==> config.mk <==
export PLATFORM = sky130hd
export DESIGN_NAME = hilo_divider
export DESIGN_NICKNAME = d
export VERILOG_FILES = /design/src/rtl/hilo_divider.sv
export SDC_FILE = /design/constraint.sdc
export NUM_CORES = 1
export LEC_CHECK = 0
export BUFFER_PORTS_ARGS = -buffer_cell sky130_fd_sc_hd__buf_2
export CORE_ASPECT_RATIO = 0.9
export CORE_MARGIN = 2
export CORE_UTILIZATION = 60
export CTS_CLUSTER_DIAMETER = 100
export DETAILED_ROUTE_END_ITERATION = 6
export MAX_ROUTING_LAYER = met4
export PLACE_DENSITY = 0.9
export SETUP_SLACK_MARGIN = 0.3
export SLEW_MARGIN = 0
export SYNTH_ARGS = -nofsm -noshare
export SYNTH_HDL_FRONTEND = slang
export SYNTH_SLANG_ARGS = --single-unit
==> constraint.sdc <==
create_clock -name clk -period 7.5 [get_ports clk]
set_clock_uncertainty 0.05 [all_clocks]
set_input_delay 0.375 -clock clk [delete_from_list [all_inputs] [get_ports clk]]
set_output_delay 0.375 -clock clk [all_outputs]
set_load 0.01 [all_outputs]
==> src/rtl/hilo_divider.sv <==
// hilo_divider: multi-cycle restoring (radix-2) divider serving the execute-stage
// ALU's DIV/DIVU requests. One quotient bit is produced per clock; the final
// {remainder, quotient} pair is registered onto result_o for the HI/LO write.
//
// Ports:
//   clk           system clock, rising edge
//   rst           synchronous active-high reset
//   signed_div_i  1 = signed (DIV), 0 = unsigned (DIVU); sampled with start_i
//   opdata1_i     dividend; sampled with start_i
//   opdata2_i     divisor; sampled with start_i
//   start_i       request, held high by the ALU until ready_o is seen
//   annul_i       abort the operation in flight (pipeline flush)
//   result_o      [2W-1:W] remainder (HI), [W-1:0] quotient (LO)
//   ready_o       result_o valid
module hilo_divider #(
  parameter int WIDTH = 32
) (
  input  logic               clk,
  input  logic               rst,
  input  logic               signed_div_i,
  input  logic [WIDTH-1:0]   opdata1_i,
  input  logic [WIDTH-1:0]   opdata2_i,
  input  logic               start_i,
  input  logic               annul_i,
  output logic [2*WIDTH-1:0] result_o,
  output logic               ready_o
);

  localparam int CNT_W = $clog2(WIDTH + 1);

  localparam logic [1:0] S_IDLE   = 2'd0;
  localparam logic [1:0] S_BYZERO = 2'd1;
  localparam logic [1:0] S_ON     = 2'd2;
  localparam logic [1:0] S_END    = 2'd3;

  localparam logic [WIDTH-1:0] ONE      = WIDTH'(1);
  localparam logic [CNT_W-1:0] CNT_ONE  = CNT_W'(1);
  localparam logic [CNT_W-1:0] CNT_LAST = CNT_W'(WIDTH - 1);

  // Two's complement negation.
  function automatic logic [WIDTH-1:0] f_neg(input logic [WIDTH-1:0] v);
    return ~v + ONE;
  endfunction

  // Magnitude of an operand; only negative values in signed mode are flipped.
  function automatic logic [WIDTH-1:0] f_mag(input logic [WIDTH-1:0] v, input logic sgn);
    logic signed [WIDTH-1:0] sv;
    sv = $signed(v);
    return (sgn && (sv < 0)) ? f_neg(v) : v;
  endfunction

  // Conditional negation used when applying the latched result signs.
  function automatic logic [WIDTH-1:0] f_apply_sign(input logic [WIDTH-1:0] v, input logic neg);
    return neg ? f_neg(v) : v;
  endfunction

  logic [1:0]         state_q,  state_d;
  logic [CNT_W-1:0]   cnt_q,    cnt_d;
  logic [WIDTH-1:0]   rem_q,    rem_d;     // partial remainder
  logic [WIDTH-1:0]   quo_q,    quo_d;     // dividend bits shift out, quotient bits shift in
  logic [WIDTH-1:0]   dsr_q,    dsr_d;     // divisor magnitude
  logic               qneg_q,   qneg_d;
  logic               rneg_q,   rneg_d;
  logic [2*WIDTH-1:0] result_q, result_d;
  logic               ready_q,  ready_d;

  logic [WIDTH:0]          shifted;
  logic signed [WIDTH+1:0] trial;
  logic                    trial_neg;
  logic [WIDTH-1:0]        rem_iter;
  logic [WIDTH-1:0]        quo_iter;

  always_comb begin
    // One restoring step: bring the next dividend bit into the remainder and
    // try to subtract. shifted < 2*divisor always holds, so W+1 bits suffice
    // and one extra bit carries the trial sign.
    shifted   = {rem_q, quo_q[WIDTH-1]};
    trial     = $signed({1'b0, shifted}) - $signed({2'b00, dsr_q});
    trial_neg = trial[WIDTH+1];
    rem_iter  = trial_neg ? shifted[WIDTH-1:0] : trial[WIDTH-1:0];
    quo_iter  = {quo_q[WIDTH-2:0], ~trial_neg};

    state_d  = state_q;
    cnt_d    = cnt_q;
    rem_d    = rem_q;
    quo_d    = quo_q;
    dsr_d    = dsr_q;
    qneg_d   = qneg_q;
    rneg_d   = rneg_q;
    result_d = result_q;
    ready_d  = ready_q;

    case (state_q)
      S_IDLE: begin
        if (start_i && !annul_i) begin
          if (opdata2_i == '0) begin
            state_d = S_BYZERO;
          end else begin
            state_d = S_ON;
            rem_d   = '0;
            quo_d   = f_mag(opdata1_i, signed_div_i);
            dsr_d   = f_mag(opdata2_i, signed_div_i);
            // Signs only matter for DIV; DIVU results are never negated.
            qneg_d  = signed_div_i & (opdata1_i[WIDTH-1] ^ opdata2_i[WIDTH-1]);
            rneg_d  = signed_div_i & opdata1_i[WIDTH-1];
            cnt_d   = '0;
          end
        end
      end

      S_BYZERO: begin
        if (annul_i) begin
          state_d  = S_IDLE;
          result_d = '0;
          ready_d  = 1'b0;
        end else begin
          state_d  = S_END;
          result_d = '0;
          ready_d  = 1'b1;
        end
      end

      S_ON: begin
        if (annul_i) begin
          state_d  = S_IDLE;
          result_d = '0;
          ready_d  = 1'b0;
        end else begin
          rem_d = rem_iter;
          quo_d = quo_iter;
          cnt_d = cnt_q + CNT_ONE;
          // Last iteration: fold the sign fix-up into the same edge so ready_o
          // rises right after the WIDTH-th step.
          if (cnt_q == CNT_LAST) begin
            state_d  = S_END;
            result_d = {f_apply_sign(rem_iter, rneg_q), f_apply_sign(quo_iter, qneg_q)};
            ready_d  = 1'b1;
          end
        end
      end

      S_END: begin
        if (!start_i) begin
          state_d  = S_IDLE;
          result_d = '0;
          ready_d  = 1'b0;
        end
      end

      default: begin
        state_d  = S_IDLE;
        result_d = '0;
        ready_d  = 1'b0;
      end
    endcase
  end

  always_ff @(posedge clk) begin
    if (rst) begin
      state_q  <= S_IDLE;
      cnt_q    <= '0;
      rem_q    <= '0;
      quo_q    <= '0;
      dsr_q    <= '0;
      qneg_q   <= 1'b0;
      rneg_q   <= 1'b0;
      result_q <= '0;
      ready_q  <= 1'b0;
    end else begin
      state_q  <= state_d;
      cnt_q    <= cnt_d;
      rem_q    <= rem_d;
      quo_q    <= quo_d;
      dsr_q    <= dsr_d;
      qneg_q   <= qneg_d;
      rneg_q   <= rneg_d;
      result_q <= result_d;
      ready_q  <= ready_d;
    end
  end

  assign result_o = result_q;
  assign ready_o  = ready_q;

endmodule

Word-level counts from Yosys, hierarchy flattened
Index checks and enable logic that the tools add are counted.
W data, S select, Z words.

storage, ports and cells
  register bits = 171
  bits of input ports = 69
  output and inout port bits = 65
  word-level logic and storage cells = 80

operators by class
  $add $sub $neg = 6
  $lt $le $gt $ge = 2
  equal/unequal tests = 9
  muxes and demuxes = 33
  bitwise gates (word level) = 9
  reduce and logical (&&, ||, !) cells = 12

operators with widths
  cell                     count
  $mux W32                 11
  $mux W64                 3
  $pmux W64 S3             1
  $add A32 B1 Y32 const B  4
  $not A32 Y32             4
  $pmux W32 S2             2
  $lt A32 B1 Y1 const B    2
  $sub A33 B32 Y34         1
  $logic_not A32 Y1        1
  $mux W6                  3
  $mux W2                  6
  $pmux W6 S2              1
  $reduce_and A3 Y1        3
  $ne A2 B2 Y1 const B     4
  $pmux W2 S4              1
  $add A6 B1 Y6 const B    1
  $eq A6 B5 Y1 const B     1
  $eq A2 B2 Y1 const B     2
  $mux W1                  4
  $reduce_and A4 Y1        1
  $logic_and A1 B1 Y1      3
  $ne A3 B3 Y1 const B     1
  $pmux W1 S3              1
  $reduce_bool A3 Y1       1
  7 further kinds          9

Logic depth before layout (Yosys ltp)
Gate-level depths: netlist (run 1).

  depth after elaboration = 8
  gate-level depth with buffers = 24
  gate-level depth less buffers = 20

Worst setup path after synthesis (run 1)
No wires, ideal clock.

  path kind = register to register
  start point = register dsr_q[26]
  end point = register result_q[26] (netlist: result_o[26])
  setup time = 0.128 ns
  arrival = 4.808 ns
  required time = 7.322 ns
  path slack = 2.515 ns
  stages on the path, launching flop included = 22
  buffers on the path = 4
  clock period less this slack = 4.985 ns
  cells stage by stage = dfxtp_1 -> inv_1 -> ha_1 -> buf_6 -> a21o_1 -> a31o_1 -> a2111o_1 -> a31oi_4 -> nand2_4 -> inv_1 -> clkbuf_1 -> buf_2 -> buf_2 -> ha_1 -> nand2_1 -> or2_1 -> or4_1 -> or4_1 -> o41ai_1 -> xnor2_1 -> a22oi_1 -> nor2_1

between the ends
  longest elaborated chain between the ends = 8

ends and longest elaborated chain
  element                   line  RTL
  start: declaration        61    logic [WIDTH-1:0] dsr_q, dsr_d;
  start signal: assignment  174   dsr_q <= dsr_d;
  $sub A33 B32 Y34          78    trial = $signed({1'b0, shifted}) - $signed({2'b00, dsr_q});
  $not A1 Y1                81    quo_iter = {quo_q[WIDTH-2:0], ~trial_neg};
  $not A32 Y32              42    return ~v + ONE;
  $add A32 B1 Y32           42
  $mux W32                  54    return neg ? f_neg(v) : v;
  $mux W64                  134   if (cnt_q == CNT_LAST) begin
  $mux W64                  124   if (annul_i) begin
  $pmux W64 S3              93    case (state_q)
  end signal: assignment    177   result_q <= result_d;
  end: declaration          64    logic [2*WIDTH-1:0] result_q, result_d;

Every way passes these cells. The select of a mux whose other input is x is not followed.
A chain may end at the register's enable or synchronous reset.

Worst setup path after layout (run 1)
  start point = register dsr_q[26]
  end point = register result_q[58] (netlist: result_o[58])

between the ends
  longest elaborated chain between the ends = 8

ends and longest elaborated chain
  element               line  RTL
  $sub A33 B32 Y34 (*)  78
  $mux W32 (*)          80    rem_iter = trial_neg ? shifted[WIDTH-1:0] : trial[WIDTH-1:0];
  $not A32 Y32          42
  $add A32 B1 Y32       42
  $mux W32 (*)          54
  $mux W64 (*)          134
  $mux W64 (*)          124
  $pmux W64 S3 (*)      93

Every way passes the cells marked *; elsewhere a longest branch is shown, timed or not. The select of a mux whose other input is x is not followed.

==> metrics.md, run 1 <==
| Metric | Value |
|---|---|
| Antenna cells | 0 |
| Synth async-reset ratio | 0% |
| CTS tree | yes |
| Die ar. | 20200 um2 |
| Die height | 135 um |
| Slew @ Worst Pin | 1.12 ns |
| H-tree level count | 4 |
| Primary FF master, synth | dfxtp_1 |
| Setup TNS | 0 ns |
| Nets | 1734 |
| Hold Fails Final Rpt | 0 |
| Leakage power | 5.13 nW |
| Initial DRC Count | 1322 |
| Max-slew violation count | 0 |
| Period utilization | 69.7% |
| Post-CTS Resized | 0 |
| Post-route setup slack | 2.27 ns |
| Pwr Density | 328 nW/um2 |
| First-pass GRT wire length | 55800 um |
| Cell count of the worst reg-to-reg path | 18 |
| Critical Path AT | 5.49 ns |
| Max Freq | 0.191 GHz |
| Chip width | 149 um |
| Hold_buf cts | 0 |
| Top-area cell type share of the netlist area | 30.0% |
| Max-cap violations | 0 |
| Core box area | 18500 um2 |
| Register clock-pin slew on the reported worst setup and hold paths | 0.07 ns |
| RD Place Congestion | 0.996 |
| Status | complete, no violations |
| Antenna viol nets, final | 0 |
| Setup WS pre-CTS | 2.41 ns |
| Vias per cell | 6.33 |
| HPWL after detailed placement | 25600 um |
| Critical path capture point type | flop |
| Crit path max fanout | 54 |
| Worst EP required | 7.76 ns |
| Main area contributors after synthesis | dfxtp_1 30%, nand2_1 6.9%, nor2_1 6.4%, a21oi_1 5.8%, xnor2_1 5.6% |
| GRT overflow | 0 |
| Via count of the first global-routing pass | 10852 |
| Layout area overhead | 11.4% |
| I/O Buffers | 133 |
| Max Root-Sink Buffers | 2 |
| Design area | 12700 um2 |
| Final Total Pwr | 4.17 mW |
| DRC | 0 |
| Post-layout util | 68.7% |
| Syn_nets | 1661 |
| Area leader, netlist | dfxtp_1 |
| Register area share after synthesis | 30.0% |
| #FFs+latches synth | 171 |
| Post-Route WL | 35100 um |
| Gate Count Post-Synth | 1551 |
| Worst-Skew Late Latency | 0.44 ns |
| Total track usage | 35.7% |
| Initial Utilization | 61.7% |
| Fraction of layout cells with a size suffix above 1 | 12.0% |
| Hold Path Class | in2reg |
| Clock Sinks | 171 |
| Unique masters post-synth | 68 |
| Yosys warns | 0 |
| TritonCTS buffer count | 17 |
| Postcts setup bufs | 0 |
| Initial antenna violation count | 1 |
| Syn Std Cell Area | 11400 um2 |
| Root Driver | clkbuf_16 |
| Slew headroom | 25.7% |
| Crit Path Category | reg2reg |
| Worst Hold Depth | 3 |
| DR WL/cell | 18.6 um |
| Syn Area/Cell | 7.36 um2 |
| Worst vdd ir | 0.000276 V |
| Final setup viols | 0 |
| EDFF count, synth | 0 |
| Min cycle time layout | 5.23 ns |
| Placed Instance Area | 12100 um2 |
| RSZ-0062 raised after global routing | false |
| Worst setup SP type | flop |
| TritonRoute pass-1 iters | 6 |
| Ports | 134 |
| Row cnt | 47 |
| Largest net degree at the start of global routing | 79 |
| DR vias | 11918 |
[critical path, stage by stage (launching register included)]
cell      delay [ns]
dfxtp_1         0.34
inv_1           0.05
ha_1            0.38
a21o_1          0.27
a31o_1          0.26
a2111o_1        0.45
a31oi_4         0.24
nand2_4         0.38
o21ai_0         0.48
ha_1            0.34
nand2_1         0.11
nor2_1          0.10
and4_1          0.24
nand3_1         0.09
a22o_1          0.29
or4b_4          0.54
o31ai_4         0.24
xnor2_1         0.14
o21ai_1         0.07
[layer usage]
layer / track usage [%] / vias to the layer above / part of all wire, %
li1: - / 5653 / -
met1: 49.7 / 5510 / 44
met2: 52.9 / 670 / 43
met3: 6.66 / 85 / 10
met4: 10.3 / 0 / 2.5
met5: - / - / 0
[report_power, final]
group          internal [mW]  total, mW  switching, mW
clock network          0.469      0.885          0.416
registers               1.00       1.12          0.121
logic                  0.705       2.16           1.46
[kinds of logic (layout without fill, tap and decap cells)]
logic type	count (synthesis)	in the layout	synth area share, %
AND/OR/NAND/NOR	586	586	23.2
AO/OA/AOI/OAI	454	454	25.3
flip-flops	171	171	30.0
buffers and inverters	143	229	4.81
XOR/XNOR	142	142	10.9
adder cells (fa/ha/maj)	41	41	4.56
multiplexers	14	14	1.25
[placed cells by master (no fill, tap or decap), drive strengths merged, types with 11 or more instances in the layout]
cell type	count
a21oi	133
a22oi	55
or3	21
buf	143
mux2i	12
clkbuf	17
nor4	15
nand2	211
or4	18
o41ai	18
xor2	69
a21o	12
inv	61
nand2b	12
nor3	29
dfxtp	171
nand3	25
o211ai	13
nand4	14
and3	11
xnor2	73
o31ai	25
ha	40
nor2	194
o21ai	115
a211oi	35
[synthesized netlist by cell type, types with 12 or more instances]
cell      number
nand2_1      210
nor2_1       194
dfxtp_1      171
a21oi_1      133
o21ai_0       88
clkbuf_1      81
xnor2_1       73
xor2_1        69
a22oi_1       55
inv_1         54
ha_1          40
a211oi_1      35
nor3_1        29
o21ai_1       27
nand3_1       25
o31ai_1       23
or3_1         21
o41ai_1       18
or4_1         18
nor4_1        15
nand4_1       14
o211ai_1      13
a21o_1        12
mux2i_1       12
nand2b_1      12
[worst paths after layout]
path,from,slack [ns],endpoint
worst max-delay path,dsr_q[26]$_SDFFE_PP0P_,2.27,result_o[58]$_SDFFE_PP0P_
worst min register to register,result_o[53]$_SDFFE_PP0P_,0.39,result_o[53]$_SDFFE_PP0P_
worst max register to register,dsr_q[26]$_SDFFE_PP0P_,2.27,result_o[58]$_SDFFE_PP0P_
worst min-delay path,opdata2_i[0],0.17,dsr_q[0]$_SDFFE_PP0P_
[registers in the layout, summed over array words and instances, names as in the netlist]
signal	cells
cnt_q	6
rem_q	32
state_q	2
dsr_q	32
quo_q	32
result_o	64
rneg_q	1
ready_o	1
qneg_q	1
[cell type report]
type,instances,area (um2)
multi-input combinational,1237,7470
fill,1539,5800
sequential,171,3420
clock buffer,17,425
inverter,54,203
timing repair buffer,143,743
tap,245,307
clock inverter,15,156
[metrics by stage]
step                hold slack [ns]  instances
floorplan                     0.382       1551
detailed placement            0.385       1850
CTS                           0.168       1882
finish                        0.168       1882
global placement              0.380       1850
global route                  0.174       1882
Note: power is estimated with default switching activity, not from simulation.
==> run 2: changes to the inputs <==
ABC_AREA = 1   (was not set)
PLACE_DENSITY = 0.89   (was 0.9)
clock period = 5.2 ns   (was 7.5 ns; I/O delays follow)
==> metrics.md, run 2 <==
| Metric | Value |
|---|---|
| Status | complete, no violations |
| Yosys warns | 0 (unchanged) |
| Die ar. | 22200 um2 (+9.9%) |
| Unique masters post-synth | 55 (-19%) |
| First-pass GRT wire length | 63300 um (+13%) |
| Final setup viols | 0 (unchanged) |
| FF/Latch Area | 3420 um2 (unchanged) |
| RD Place Congestion | 1.03 (+3.3%) |
| Antenna viol nets, final | 0 (unchanged) |
| Hold Path Class | in2reg |
| Slew @ Worst Pin | 1.14 ns (+0.0250 ns) |
| Fraction of layout cells with a size suffix above 1 | 11.4% (-0.58 points) |
| Max-cap violations | 0 (unchanged) |
| Primary FF master, synth | dfxtp_1 |
| Total track usage | 37.1% (+1.4 points) |
| Worst-Skew Late Latency | 0.44 ns (about the same) |
| List of most frequent post-synthesis cells | 595 x nand2_1, 260 x inv_1, 207 x a21oi_1, 172 x nor2_1, 171 x dfxtp_1 |
| Crit path largest cell delay | 0.33 ns (-0.21 ns) |
| Leakage power | 6.77 nW (+32%) |
| I/O Buffers | 133 (unchanged) |
| Initial antenna violation count | 0 (-1) |
| DRC | 0 (unchanged) |
| Register area share after synthesis | 27.2% (-2.8 points) |
| # fillers | 1880 (+22%) |
| Syn_nets | 2180 (+31%) |
| DP Cell Count | 2423 (+31%) |
| Slew headroom | 23.9% (-1.8 points) |
| Max-slew violation count | 0 (unchanged) |
| TritonCTS buffer count | 17 (unchanged) |
| Most common cell after layout, fill and taps aside | nand2_1 |
| Antenna cells | 0 (unchanged) |
| Crit path max fanout | 25 (-54%) |
| Min cycle time layout | 4.39 ns (-0.837 ns) |
| Chip width | 157 um (+4.8%) |
| Largest net degree at the start of global routing | 86 (+8.9%) |
| Hold Fails Final Rpt | 0 (unchanged) |
| CTS tree | yes |
| HPWL after detailed placement | 30500 um (+19%) |
| H-tree level count | 4 (unchanged) |
| Postcts setup bufs | 0 (unchanged) |
| Core box area | 20700 um2 (+12%) |
| Syn Area/Cell | 6.08 um2 (-17%) |
| Hold_buf cts | 0 (unchanged) |
| Post-CTS Resized | 0 (unchanged) |
| Most frequent cells in the layout | 595 x nand2_1, 260 x inv_1, 206 x a21oi_1 |
| Worst EP required | 5.44 ns (-2.32 ns) |
| Nets | 2266 (+31%) |
| Top-area cell type share of the netlist area | 27.2% (-2.8 points) |
| DR WL/cell | 16.5 um (-11%) |
| Period utilization | 84.5% (+15 points) |
| Vias per cell | 5.69 (-10%) |
| Finished Layout Cells | 2454 (+30%) |
| Syn Std Cell Area | 12600 um2 (+10%) |
| Root Driver | clkbuf_16 |
| Area of the multi-input gates | 7810 um2 (+4.6%) |
| Initial Utilization | 60.8% (-0.88 points) |
| Clock Sinks | 171 (unchanged) |
| RSZ-0062 raised after global routing | false |
| Pwr Density | 450 nW/um2 (+37%) |
| Die height | 141 um (+4.8%) |
| Crit Path Category | reg2reg |
| Layout area overhead | 10.8% |
| Gate Count Post-Synth | 2070 (+33%) |
| Initial DRC Count | 1404 (+6.2%) |
| Post-Route WL | 40600 um (+16%) |
| CP max-delay cell | ha_1 |
| Worst vdd ir | 0.000601 V (+120%) |
| Register clock-pin slew on the reported worst setup and hold paths | 0.07 ns (about the same) |
| DR vias | 13967 (+17%) |
| #FFs+latches synth | 171 (unchanged) |
| Max Root-Sink Buffers | 2 (unchanged) |
| Row cnt | 50 (+6.4%) |
| Setup TNS | 0 ns (unchanged) |
| Main area contributors after synthesis | dfxtp_1 27%, nand2_1 18%, a21oi_1 8.2%, inv_1 7.8%, nand3_1 5.7% |
| Synth async-reset ratio | 0% (unchanged) |
| Largest register FFs | 64 (unchanged) |
| Most frequent cell after synthesis | nand2_1 |
| Worst setup SP type | flop |
| Max Freq | 0.228 GHz (+19%) |
| GRT overflow | 0 (unchanged) |
| Critical Path AT | 4.63 ns (-0.86 ns) |
| TritonRoute pass-1 iters | 7 (+1) |
| Critical path capture point type | flop |
| Ports | 134 (unchanged) |
| EDFF count, synth | 0 (unchanged) |
| Via count of the first global-routing pass | 12287 (+13%) |
| Area leader, netlist | dfxtp_1 |
run 2: cell count changes after synthesis, sizes merged, moves of 14 or more:
cell / before / now
a211oi: 35 / 13
a21oi: 133 / 209
a22oi: 55 / 1
clkbuf: 81 / 57
inv: 54 / 267
nand2: 211 / 623
nand3: 25 / 149
o21ai: 115 / 129
o31ai: 25 / 3
o41ai: 18 / 2
or3: 21 / 0
or4: 18 / 0
xnor2: 73 / 19
xor2: 69 / 53
run 2: logic make-up (layout without fill, tap and decap cells):
logic type                 after synthesis  in the layout  share of synthesized area [%]
DFF                                    171            171                           27.2
AOI/OAI and AO/OA                      389            389                           16.7
xor gates and xnor gates                72             72                           5.01
buffers and inverters                  348            446                           10.9
and+or+nand+nor                       1049           1049                           36.0
adders and majority gates               41             41                           4.14
run 2: area by class of cell:
cell class              count  area share (%)
multi-input cells        1551            56.0
flip-flops and latches    171            24.5
inverters                 270            7.28
repair buffers            145            5.43
clock buffers              19            3.17
well taps                 286            2.56
clock inverters            12            1.00
run 2: final timing paths:
path / end / slack (ns) / start / cells past startpoint
worst max-delay path: result_o[30]$_SDFFE_PP0P_ / 0.81 / dsr_q[11]$_SDFFE_PP0P_ / 29
worst min-delay path: dsr_q[0]$_SDFFE_PP0P_ / 0.08 / opdata2_i[0] / 3
worst max register to register: result_o[30]$_SDFFE_PP0P_ / 0.81 / dsr_q[11]$_SDFFE_PP0P_ / 29
worst min register to register: ready_o$_SDFFE_PP0P_ / 0.40 / ready_o$_SDFFE_PP0P_ / 2
run 2: power by group:
part	internal, mW	switching [mW]	leakage [nW]	total, mW
combinational	0.991	2.35	5.10	3.34
clock	0.724	0.569	0.282	1.29
sequential	1.48	0.166	1.39	1.64
total	3.19	3.09	6.77	6.28
run 2: worst max-delay path, delay by kind of cell (launching register included):
kind | cells | cell delay (ns)
buf+inv | 7 | 0.57
flops | 1 | 0.32
compound gates | 4 | 0.64
fa+ha+maj | 2 | 0.50
simple gates | 16 | 2.14
run 2: through the flow:
stage | setup WS, ns | utilization, % | instance area, um2 | power (mW) | hold WS (ns)
floorplan | 1.68 | - | 12600 | 4.10 | 0.364
global placement | 1.10 | 64.6 | 13400 | 4.81 | 0.380
global route | 0.356 | 67.4 | 14000 | 6.70 | 0.0900
CTS | 0.926 | 67.4 | 14000 | 6.18 | 0.0743
finish | 0.807 | 67.4 | 14000 | 6.28 | 0.0755
detailed placement | 0.944 | 64.6 | 13400 | 4.88 | 0.389
run 2: metal layers:
| layer | global-route usage [%] | share of wire [%] |
|---|---|---|
| met1 | 52.3 | 44 |
| met2 | 54.9 | 43 |
| met3 | 4.83 | 9.1 |
| met4 | 12.7 | 3.4 |
| met5 | - | 0 |
==> run 3: changes to the inputs <==
ABC_AREA = 0   (was 1)
PLACE_DENSITY = 0.9   (was 0.89)
clock period = 4.2 ns   (was 5.2 ns; I/O delays follow)
==> metrics.md, run 3 (synthesis gave the netlist of run 1 again) <==
| Metric | Value |
|---|---|
| Post-Route WL | 37500 um (-7.4%) |
| Max Root-Sink Buffers | 2 (unchanged) |
| Max Freq | 0.242 GHz (+6.5%) |
| GRT overflow | 0 (unchanged) |
| Logic pwr share | 58.6% (+5.4 points) |
| RR Endpoint | result_o[58]$_SDFFE_PP0P_ |
| Failing checks | DRC |
| RR Startpoint | rem_q[7]$_SDFFE_PP0P_ |
| Clock Sinks | 171 (unchanged) |
| H-tree level count | 4 (unchanged) |
| Initial DRC Count | 1396 (-0.57%) |
| Worst-Skew Late Latency | 0.45 ns (about the same) |
| Layout area overhead | 21.9% |
| Min cycle time layout | 4.12 ns (-0.269 ns) |
| Total track usage | 36.8% (-0.34 points) |
| Worst vdd ir | 0.000530 V (-12%) |
| I/O Buffers | 133 (unchanged) |
| Post-route setup slack | 0.0756 ns (-0.731 ns) |
| DR WL/cell | 19.3 um (+17%) |
| Critical Path AT | 4.39 ns (-0.24 ns) |
| Initial antenna violation count | 1 (+1) |
| Slew @ Worst Pin | 1.31 ns (+0.172 ns) |
| Worst setup SP type | flop |
| Switching share of power | 48.0% (-1.2 points) |
| Hold Path Class | in2reg |
| Hold Fails Final Rpt | 0 (unchanged) |
| HPWL after detailed placement | 26800 um (-12%) |
| Most frequent cells in the layout | 206 x nand2_1, 192 x nor2_1, 164 x dfxtp_1 |
| Nets | 1800 (-21%) |
| Via count of the first global-routing pass | 11053 (-10%) |
| Leakage power | 5.60 nW (-17%) |
| Cell count of the worst reg-to-reg path | 20 (-31%) |
| Worst EP required | 4.46 ns (-0.98 ns) |
| Crit Path Category | reg2reg |
| Die height | 135 um (-4.6%) |
| DR vias | 12381 (-11%) |
| Sequential power share | 22.6% (-3.6 points) |
| Most common cell after layout, fill and taps aside | nand2_1 |
| Final setup viols | 0 (unchanged) |
| RSZ-0062 raised after global routing | true |
| Fraction of layout cells with a size suffix above 1 | 20.1% (+8.7 points) |
| Setup WS pre-CTS | 0.0686 ns (-0.876 ns) |
| Setup TNS | 0 ns (unchanged) |
| Pwr Density | 641 nW/um2 (+42%) |
| Antenna viol nets, final | 0 (unchanged) |
| Critical path capture point type | flop |
| Max-cap violations | 0 (unchanged) |
| Vias per cell | 6.35 (+12%) |
| Finished Layout Cells | 1949 (-21%) |
| Chip width | 149 um (-4.6%) |
| Area of the multi-input gates | 8000 um2 (+2.4%) |
| Pint | 4.64 mW (+45%) |
| Status | finished with violations |
| DP Cell Count | 1890 (-22%) |
| FF-to-FF setup slack | 0.08 ns (-0.73 ns) |
| Die ar. | 20200 um2 (-9.0%) |
| Core box area | 18500 um2 (-11%) |
| Root Driver | clkbuf_16 |
| Largest net degree at the start of global routing | 59 (-31%) |
| Slew headroom | 12.4% (-11 points) |
| Max-slew violation count | 0 (unchanged) |
| Ports | 134 (unchanged) |
| Hold Slack | 0.0139 ns (-0.0616 ns) |
| Register clock-pin slew on the reported worst setup and hold paths | 0.08 ns (about the same) |
| Crit path max fanout | 7 (-72%) |
| Clk pwr share | 18.8% (-1.8 points) |
| Initial Utilization | 61.7% (+0.88 points) |
| Psw | 4.28 mW (+39%) |
| # fillers | 1367 (-27%) |
| DRC | 2 (+2) |
| RD Place Congestion | 1.01 (-2.3%) |
| CTS tree | yes |
| Hold EP | dsr_q[1]$_SDFFE_PP0P_ |
| Row cnt | 47 (-6.0%) |
| TritonCTS buffer count | 17 (unchanged) |
| FF/Latch Area | 3430 um2 (+0.33%) |
| Worst Hold Depth | 3 (unchanged) |
| Hold Crit Start | opdata2_i[1] |
| Largest register FFs | 64 (unchanged) |
| Period utilization | 98.2% (+14 points) |
| TritonRoute pass-1 iters | 7 (unchanged) |
| First-pass GRT wire length | 57300 um (-9.4%) |
## run 3: per-stage QoR
stage          cell area (um2)  power (mW)  utilization, %
2_1_floorplan            11600        4.95               -
3_3_place_gp             12600        6.06            67.8
3_5_place_dp             12600        6.14            67.8
4_1_cts                  13500        8.07            72.9
5_1_grt                  13900        9.33            75.2
6_report                 13900        8.93            75.2
## run 3: final cells by class
type                    count  area share (%)
repair buffers            209            9.55
clock inverters            15            1.54
multi-input cells        1237            57.4
well taps                 245            2.20
flip-flops and latches    171            24.7
diodes                      1          0.0180
inverters                  54            1.55
clock buffers              17            3.05
## run 3: how the worst max path moves through the flow
| stage | startpoint | endpoint |
|---|---|---|
| 5_1_grt | rem_q[10]$_SDFFE_PP0P_ | result_o[58]$_SDFFE_PP0P_ |
| 3_5_place_dp | dsr_q[26]$_SDFFE_PP0P_ | result_o[26]$_SDFFE_PP0P_ |
| 6_report | rem_q[7]$_SDFFE_PP0P_ | result_o[58]$_SDFFE_PP0P_ |
| 2_1_floorplan | dsr_q[26]$_SDFFE_PP0P_ | result_o[26]$_SDFFE_PP0P_ |
| 4_1_cts | dsr_q[26]$_SDFFE_PP0P_ | result_o[58]$_SDFFE_PP0P_ |
| 3_3_place_gp | dsr_q[26]$_SDFFE_PP0P_ | result_o[26]$_SDFFE_PP0P_ |
## run 3: metal layers
layer | vias up | track usage [%] | wire length, um
li1 | 5804 | - | -
met1 | 5772 | 52.1 | 16500
met2 | 702 | 53.5 | 16100
met3 | 103 | 6.59 | 3830
met4 | 0 | 10.8 | 1050
met5 | - | - | 0
## run 3: timing repair
item | CTS | global route
setup buffers | 11 | 14
hold buffers | 1 | 0
setup endpoints to repair | 14 | 25
hold endpoints to repair | 1 | 0
gates cloned | 0 | 0
pin swaps | 3 | 20
resized for setup | 35 | 64
## run 3: critical path: stages, from the launching register on
cell and delay (ns):
dfxtp_1 0.37, ha_1 0.44, nand4_1 0.21, nor3_2 0.22, o21ai_2 0.12, a31o_2 0.28
nand2_4 0.10, buf_12 0.13, buf_4 0.12, a21oi_4 0.05, inv_2 0.07, ha_4 0.12
nand2_2 0.04, nor2_1 0.09, and4_1 0.23, nand3_1 0.09, a22o_1 0.23, or4b_4 0.55
o31ai_4 0.24, xnor2_1 0.15, o21ai_1 0.08
## run 3: power groups by stage
| stage | clock, mW | combinational [mW] | sequential, mW |
|---|---|---|---|
| final | 1.68 | 5.24 | 2.02 |
| after detailed placement | 0 | 4.12 | 2.02 |
| after floorplan | 0 | 3.01 | 1.95 |
| after global placement | 0 | 4.04 | 2.01 |
| after CTS | 1.68 | 4.40 | 1.99 |
| after global routing | 1.75 | 5.56 | 2.03 |
